`config.mk`:
```
export PLATFORM = sky130hd
export DESIGN_NAME = fetch_sequencer
export DESIGN_NICKNAME = d
export VERILOG_FILES = /design/src/rtl/fetch_sequencer.sv
export SDC_FILE = /design/constraint.sdc
export NUM_CORES = 1
export LEC_CHECK = 0
export BUFFER_PORTS_ARGS = -buffer_cell sky130_fd_sc_hd__buf_2
export CORE_UTILIZATION = 35
export CTS_CLUSTER_SIZE = 10
export DETAILED_ROUTE_END_ITERATION = 16
export HOLD_SLACK_MARGIN = 0.15
export PLACE_DENSITY = 0.65
export SLEW_MARGIN = 20
export SYNTH_ARGS = -nofsm -noshare
export SYNTH_HDL_FRONTEND = slang
export SYNTH_SLANG_ARGS = --single-unit
```
`constraint.sdc`:
```
create_clock -name clk_i -period 5.6 [get_ports clk_i]
set_input_delay 0.56 -clock clk_i [delete_from_list [all_inputs] [get_ports clk_i]]
set_output_delay 0.56 -clock clk_i [all_outputs]
set_load 0.01 [all_outputs]
```
`src/rtl/fetch_sequencer.sv`:
```
// Program counter and fetch controller for the 8-bit core: walks the ROM,
// resolves halt/branch/branchb itself, and guards runaway programs with a watchdog.
module fetch_sequencer #(
  parameter logic [7:0]  PROG0_BASE = 8'd0,
  parameter logic [7:0]  PROG1_BASE = 8'd93,
  parameter logic [7:0]  PROG2_BASE = 8'd139,
  parameter logic [15:0] MAX_INSTR  = 16'd4000
) (
  input  logic        clk_i,
  input  logic        reset_n_i,
  input  logic        start_i,
  input  logic [1:0]  prog_sel_i,
  input  logic [7:0]  inst_i,
  input  logic        flag_i,
  input  logic [7:0]  offset_i,
  input  logic        stall_i,
  output logic [7:0]  address_o,
  output logic        inst_valid_o,
  output logic        busy_o,
  output logic        done_o,
  output logic        err_o,
  output logic [15:0] instr_count_o
);

  typedef enum logic [1:0] {
    ST_IDLE,
    ST_RUN,
    ST_HALTED,
    ST_ERROR
  } state_t;

  state_t      state;
  logic [7:0]  pc;
  logic [15:0] count;
  logic        done_q;
  logic        err_q;

  logic        is_halt;
  logic        is_branch;
  logic        is_branchb;
  logic [7:0]  next_pc;
  logic [7:0]  base_addr;
  logic [15:0] count_inc;

  // Opcode decode and next-PC selection; all arithmetic wraps modulo 256.
  always_comb begin
    is_halt    = (inst_i == 8'b1000_1000);
    is_branch  = (inst_i[7:3] == 5'b11110);
    is_branchb = (inst_i[7:3] == 5'b10110);
    next_pc    = pc + 8'd1;
    if (is_branch && flag_i) begin
      next_pc = pc + 8'd1 + offset_i;
    end else if (is_branchb && flag_i) begin
      next_pc = pc - offset_i;
    end
    count_inc = (count == 16'hFFFF) ? count : count + 16'd1;
    case (prog_sel_i)
      2'd0:    base_addr = PROG0_BASE;
      2'd1:    base_addr = PROG1_BASE;
      default: base_addr = PROG2_BASE;
    endcase
  end

  always_ff @(posedge clk_i or negedge reset_n_i) begin
    if (!reset_n_i) begin
      state  <= ST_IDLE;
      pc     <= 8'd0;
      count  <= 16'd0;
      done_q <= 1'b0;
      err_q  <= 1'b0;
    end else begin
      done_q <= 1'b0;
      case (state)
        ST_RUN: begin
          if (!stall_i) begin
            count <= count_inc;
            // Halt wins over the watchdog when both land on the same retirement.
            if (is_halt) begin
              state  <= ST_HALTED;
              done_q <= 1'b1;
            end else begin
              pc <= next_pc;
              if (count_inc == MAX_INSTR) begin
                state <= ST_ERROR;
                err_q <= 1'b1;
              end
            end
          end
        end
        default: begin
          if (start_i) begin
            pc    <= base_addr;
            count <= 16'd0;
            err_q <= 1'b0;
            state <= ST_RUN;
          end
        end
      endcase
    end
  end

  assign address_o     = pc;
  assign instr_count_o = count;
  assign busy_o        = (state == ST_RUN);
  assign inst_valid_o  = (state == ST_RUN) && !stall_i;
  assign done_o        = done_q;
  assign err_o         = err_q;

endmodule

```
Yosys cells after proc, flatten, opt, wreduce, memory -nomap -nowiden
Index checks and enable logic that the tools add are counted.
{ "op_classes": {"addsub": 4, "n_eq_ne": 11, "muxes": 24, "n_reduce_logical": 10} }
{ "ops": {"columns": ["cell", "n"], "rows": [
  ["$mux 16", 4],
  ["$mux 8", 6],
  ["$add 16x1->16 const B", 1],
  ["$eq 16x12->1 const B", 1],
  ["$eq 16x16->1 const B", 1],
  ["$pmux 8 s2", 1],
  ["$eq 5x5->1 const B", 2],
  ["$mux 2", 5],
  ["$add 8x1->8 const B", 1],
  ["$add 8x8->8", 1],
  ["$eq 8x8->1 const B", 1],
  ["$mux 1", 8],
  ["$sub 8x8->8", 1],
  ["$reduce_and 3->1", 2],
  ["$eq 2x1->1 const B", 2],
  ["$ne 2x2->1 const B", 2],
  ["$reduce_and 4->1", 1],
  ["$logic_and 1x1->1", 3],
  ["$ne 3x1->1 const B", 1],
  ["$logic_not 2->1", 1],
  ["$ne 2x1->1 const B", 1],
  ["$reduce_and 2->1", 1],
  ["$reduce_bool 2->1", 1],
  ["$logic_not 1->1", 1]
]} }
{ "word_totals": {"register_bits": 28, "inputBits": 23, "output_inout_bits": 28, "word_cells": 54} }

Longest topological paths before layout
{ "depth": {"depth_word": 7, "ltp_mapped": 10} }

Worst setup path after synthesis
No wires, ideal clock.
{ "synth_path": {"kind": "register -> register", "startpoint": "reg pc[1] (netlist: address_o[1])", "endpoint": "reg pc[6] (netlist: address_o[6])", "setup_time_ps": 136, "t_arrival_ps": 2472, "path_slack_ps": 2992, "path_stages_with_launch": 9, "cell_sequence": "dfrtp_1 > ha_1 > fa_1 > a21o_1 > a21oi_1 > nand2b_1 > mux2_1 > a2111oi_2 > a211oi_2"} }
{ "synth_via": {"elab_chain_cells": 6, "word_cells_on_any_way": 8, "cone_classes": "add/sub: 3; mux: 5"} }
{ "synth_rtl": {"columns": ["element", "line", "rtl"], "rows": [
  ["start, declared", "33", "logic [7:0] pc;"],
  ["start signal, assigned", "82", "pc <= next_pc;"],
  ["start signal, assigned", "92", "pc <= base_addr;"],
  ["$add 8x1->8 or $sub 8x8->8 (tied branches)", "50, 52, 54", null],
  ["$add 8x8->8 or $mux 8 (tied branches)", "52, 53", null],
  ["$mux 8 (*)", "51", "if (is_branch && flag_i) begin"],
  ["$mux 8 (*)", "78", "if (is_halt) begin"],
  ["$mux 8 (*)", "75", "if (!stall_i) begin"],
  ["$mux 8 (*)", "73", "case (state)"]
]} }
Mark *: on every way between the ends. The rest lies on a longest branch, timed or not. The select of a mux whose other input is x is not followed.
A chain may end at the register's enable or synchronous reset.

Worst setup path in the final report
Ends and elaborated chain as after synthesis.

==> impl_results.md <==
- Minimum clock period: approximately 2.8 ns
- Synth area leader: dfrtp_1
- Share of layout cells above drive strength 1: 0.207
- Non-Filler Instances: around 460
- RSZ-0062 raised after global routing: no
- Final worst setup slack: 2.76 ns
- Status: completed
- Setup TNS: 0 ns
- Pwr Total: 1.03 mW
- DR iter-0 viols: 244
- Final Core Density: 0.412
- Hold buffer count at CTS: 0
- Clk slew on worst S/H paths: about 0.10 ns
- DP Area: 2970 um^2
- Switching power total: 0.457 mW
- Power share of the combinational group: 0.563
- Total CTS buffers: 3
- Num ports: 51
- Maximum vdd drop: roughly 0.12 mV
- PortBufs: 50
- Sequential Power Share: 0.314
- Crit start category: flip-flop
- Slew HR: 0.581
- Clock sink count: 28
- Average routed wire per standard cell: about 15 um
- Final instance area: 3020 um^2
- Detailed Route WL: around 7000 um
- GRT Total Usage: 0.177
- Slew Limit Fails: 0
- First-pass iteration count of the detailed router: 4
- Worst Setup EP: address_o[6]
- EDFF count, synth: 0
- Final hold vios: 0
- Crit path max fanout: 8
- Die H: 89.5 um
- Max incr delay on CP: 0.52 ns
- Layout fillers: 761
- Vias: 2611
- Worst Path Arrival: 2.99 ns
- Most used cell along the critical path: ha_1
- Placed instance count: 458
- # diodes: 0
- DR vias/cell: 5.65
- Pwr dens: 340 nW/um^2
- Post-route antenna net violation count: 0
- Reg2reg start: address_o[1]
- Clk_skew: 0.00605 ns
- Worst slew pin tran: 0.629 ns
- FF-to-FF End: address_o[6]
- Worst hold slack: 0.288 ns
- Top_reg_cell synth: dfrtp_1
- Worst path cell trace: ha_1 -> xor2_1 -> ha_1 -> a21o_1 -> a21oi_1 -> nand2b_1 -> mux2_1 -> a2111oi_2 -> a211oi_2
- Syn_area_per_cell: 8.24 um^2
- CTS tree: done
- Die width: 89.5 um
- Share of the synthesized area in the top cell type: 0.262
- RePlAce Congestion: 0.863
- Clock share of power: 0.123
- Worst Path Required: 5.75 ns
- CTS H-tree lvls: 1
- Capturing element type of the critical path: flip-flop
- Register area share after synthesis: 0.262
- Setup violators final: 0
- Worst-case reg-to-reg path depth: 9
- Slowest stage cell, crit path: dfrtp_1
- Largest net degree at the start of global routing: 29
- Crit. path cell count: 9
- Root Driver: clkbuf_8
- Initial core utilization: 0.365
- Worst path bufs/invs: 0
- Tcrit/Tclk final: 0.507
- Detail Placement HPWL: 5390 um
- Vias in the first global route: between 2000 and 2500
- Syn_nets: about 370
- CP top delay family: compound AO/OA/AOI/OAI gates
- Hold Path Class: input pin to async pin
- DRC: 0
- Lkg Pwr: 1.32 nW
- Max Clock Freq: 352 MHz
- Nets: 405
- Overflow after GRT: 0
- Clk buf depth: 2
- Initial antenna violation count: 0
- Global-route wire length before repair: 11200 um
- Synthesis-stage register bit count: 28
- Synth unique cells: 73
- Buffers inserted by post-CTS timing repair: 0
- Max-cap check violation count: 0
- CP Launch Point: address_o[1]
- Largest cells by area after synthesis: dfrtp_1 26%, ha_1 7.5%, nor2_1 3.9%
- Switching Fraction: 0.444
- Synth warn: 0
- FP Rows: 31
- Pint: 0.571 mW
- Syn Inst Count: roughly 330
- R2R setup slack: around 2.8 ns
- Area Overhead vs Synth: 12.8%
- Pre-CTS setup slack: around 2.8 ns
- Resized cells post-CTS: 0
- Core Area: approximately 7300 um^2
- Worst skew pair latency: 0.28 ns
- Post-Syn Area: around 2700 um^2
- DIE AREA: between 8000 and 9000 um^2
- Post-synth ARST share: 1.00
- WS Path Type: flip-flop to flip-flop
-- flip-flops by register name (all words and copies together) (netlist names) --
| signal | cells |
|---|---|
| address_o | 8 |
| instr_count_o | 16 |
| err_o | 1 |
| done_o | 1 |
| state | 2 |
-- power by group through the flow --
stage               Combinational, mW  Clock, mW  Sequential, mW
finish                          0.579      0.126           0.323
CTS                             0.579      0.129           0.321
detailed placement              0.576          0           0.325
global placement                0.567          0           0.323
floorplan                       0.449          0           0.307
global route                    0.653      0.140           0.331
-- cells in the mapped netlist (3+ instances only) --
library cell / n
a311oi_1: 3
and3_1: 9
nor2b_1: 5
clkbuf_1: 8
ha_1: 16
a21oi_1: 18
xor2_1: 6
o21a_1: 3
a211oi_1: 5
o21ai_1: 12
dfrtp_1: 28
nand2_1: 24
or3_1: 3
nand3_1: 16
nand2b_1: 5
nor2_2: 4
xnor2_1: 11
o211ai_1: 4
a31oi_1: 14
mux2i_1: 3
nand4_1: 9
nor2_1: 28
and2_1: 4
buf_2: 5
inv_1: 16
o21bai_1: 3
o21ai_0: 8
-- metal layers --
layer	wire [um]	global-route usage	part of all wire	vias to the layer above
met5	0	0	0	-
met1	3450	0.266	0.50	1233
met3	344	0.0194	0.049	12
li1	-	-	-	1287
met4	99	0.0260	0.014	0
met2	3060	0.278	0.44	79
-- cells in the final DEF, fill, tap and decap left out, types with 2 or more instances in the layout --
cell type,synthesis,layout
buf_2,5,50
nor2_1,28,28
dfrtp_1,28,28
nand2_1,24,24
a21oi_1,18,18
inv_1,16,16
nand3_1,16,16
ha_1,16,16
a31oi_1,14,14
o21ai_1,12,12
xnor2_1,11,11
and3_1,9,9
nand4_1,9,9
o21ai_0,8,8
xor2_1,6,6
nand2b_1,5,5
nor2b_1,5,5
a211oi_1,5,5
and2_1,4,4
nor2_2,4,4
o211ai_1,4,4
clkbuf_8,0,4
o21a_1,3,3
o21bai_1,3,3
or3_1,3,3
mux2i_1,3,3
a311oi_1,3,3
and4_1,2,2
or2_1,2,2
o41ai_1,2,2
a22o_1,2,2
a21o_1,2,2
a31o_2,2,2
a41oi_1,2,2
fa_1,2,2
-- worst min path at each step --
stage / to / slack (ns) / cells after the start
after floorplan: address_o[0] / 0.26 / 0
after global placement: err_o / 0.51 / 1
after detailed placement: err_o / 0.55 / 1
after CTS: instr_count_o[11] / 0.32 / 1
after global routing: instr_count_o[15] / 0.33 / 1
final: instr_count_o[9] / 0.29 / 1
-- area by class of cell --
cell class	count	area, um^2	share of cell area
flip-flops and latches	28	701	0.232
repair buffers	50	250	0.0828
inverters	17	63.8	0.0211
multi-input cells	264	1830	0.605
clock buffers	4	55.1	0.0182
well taps	99	124	0.0410
-- cells by family after synthesis --
family,Yosys count,synth area share
adder cells (fa/ha/maj),18,0.0897
XOR/XNOR,17,0.0556
flip-flops,28,0.262
AND/OR/NAND/NOR,126,0.264
buffers and inverters,33,0.0556
multiplexers,5,0.0196
AO/OA/AOI/OAI,98,0.254
Power figures use the tool's default switching activity.
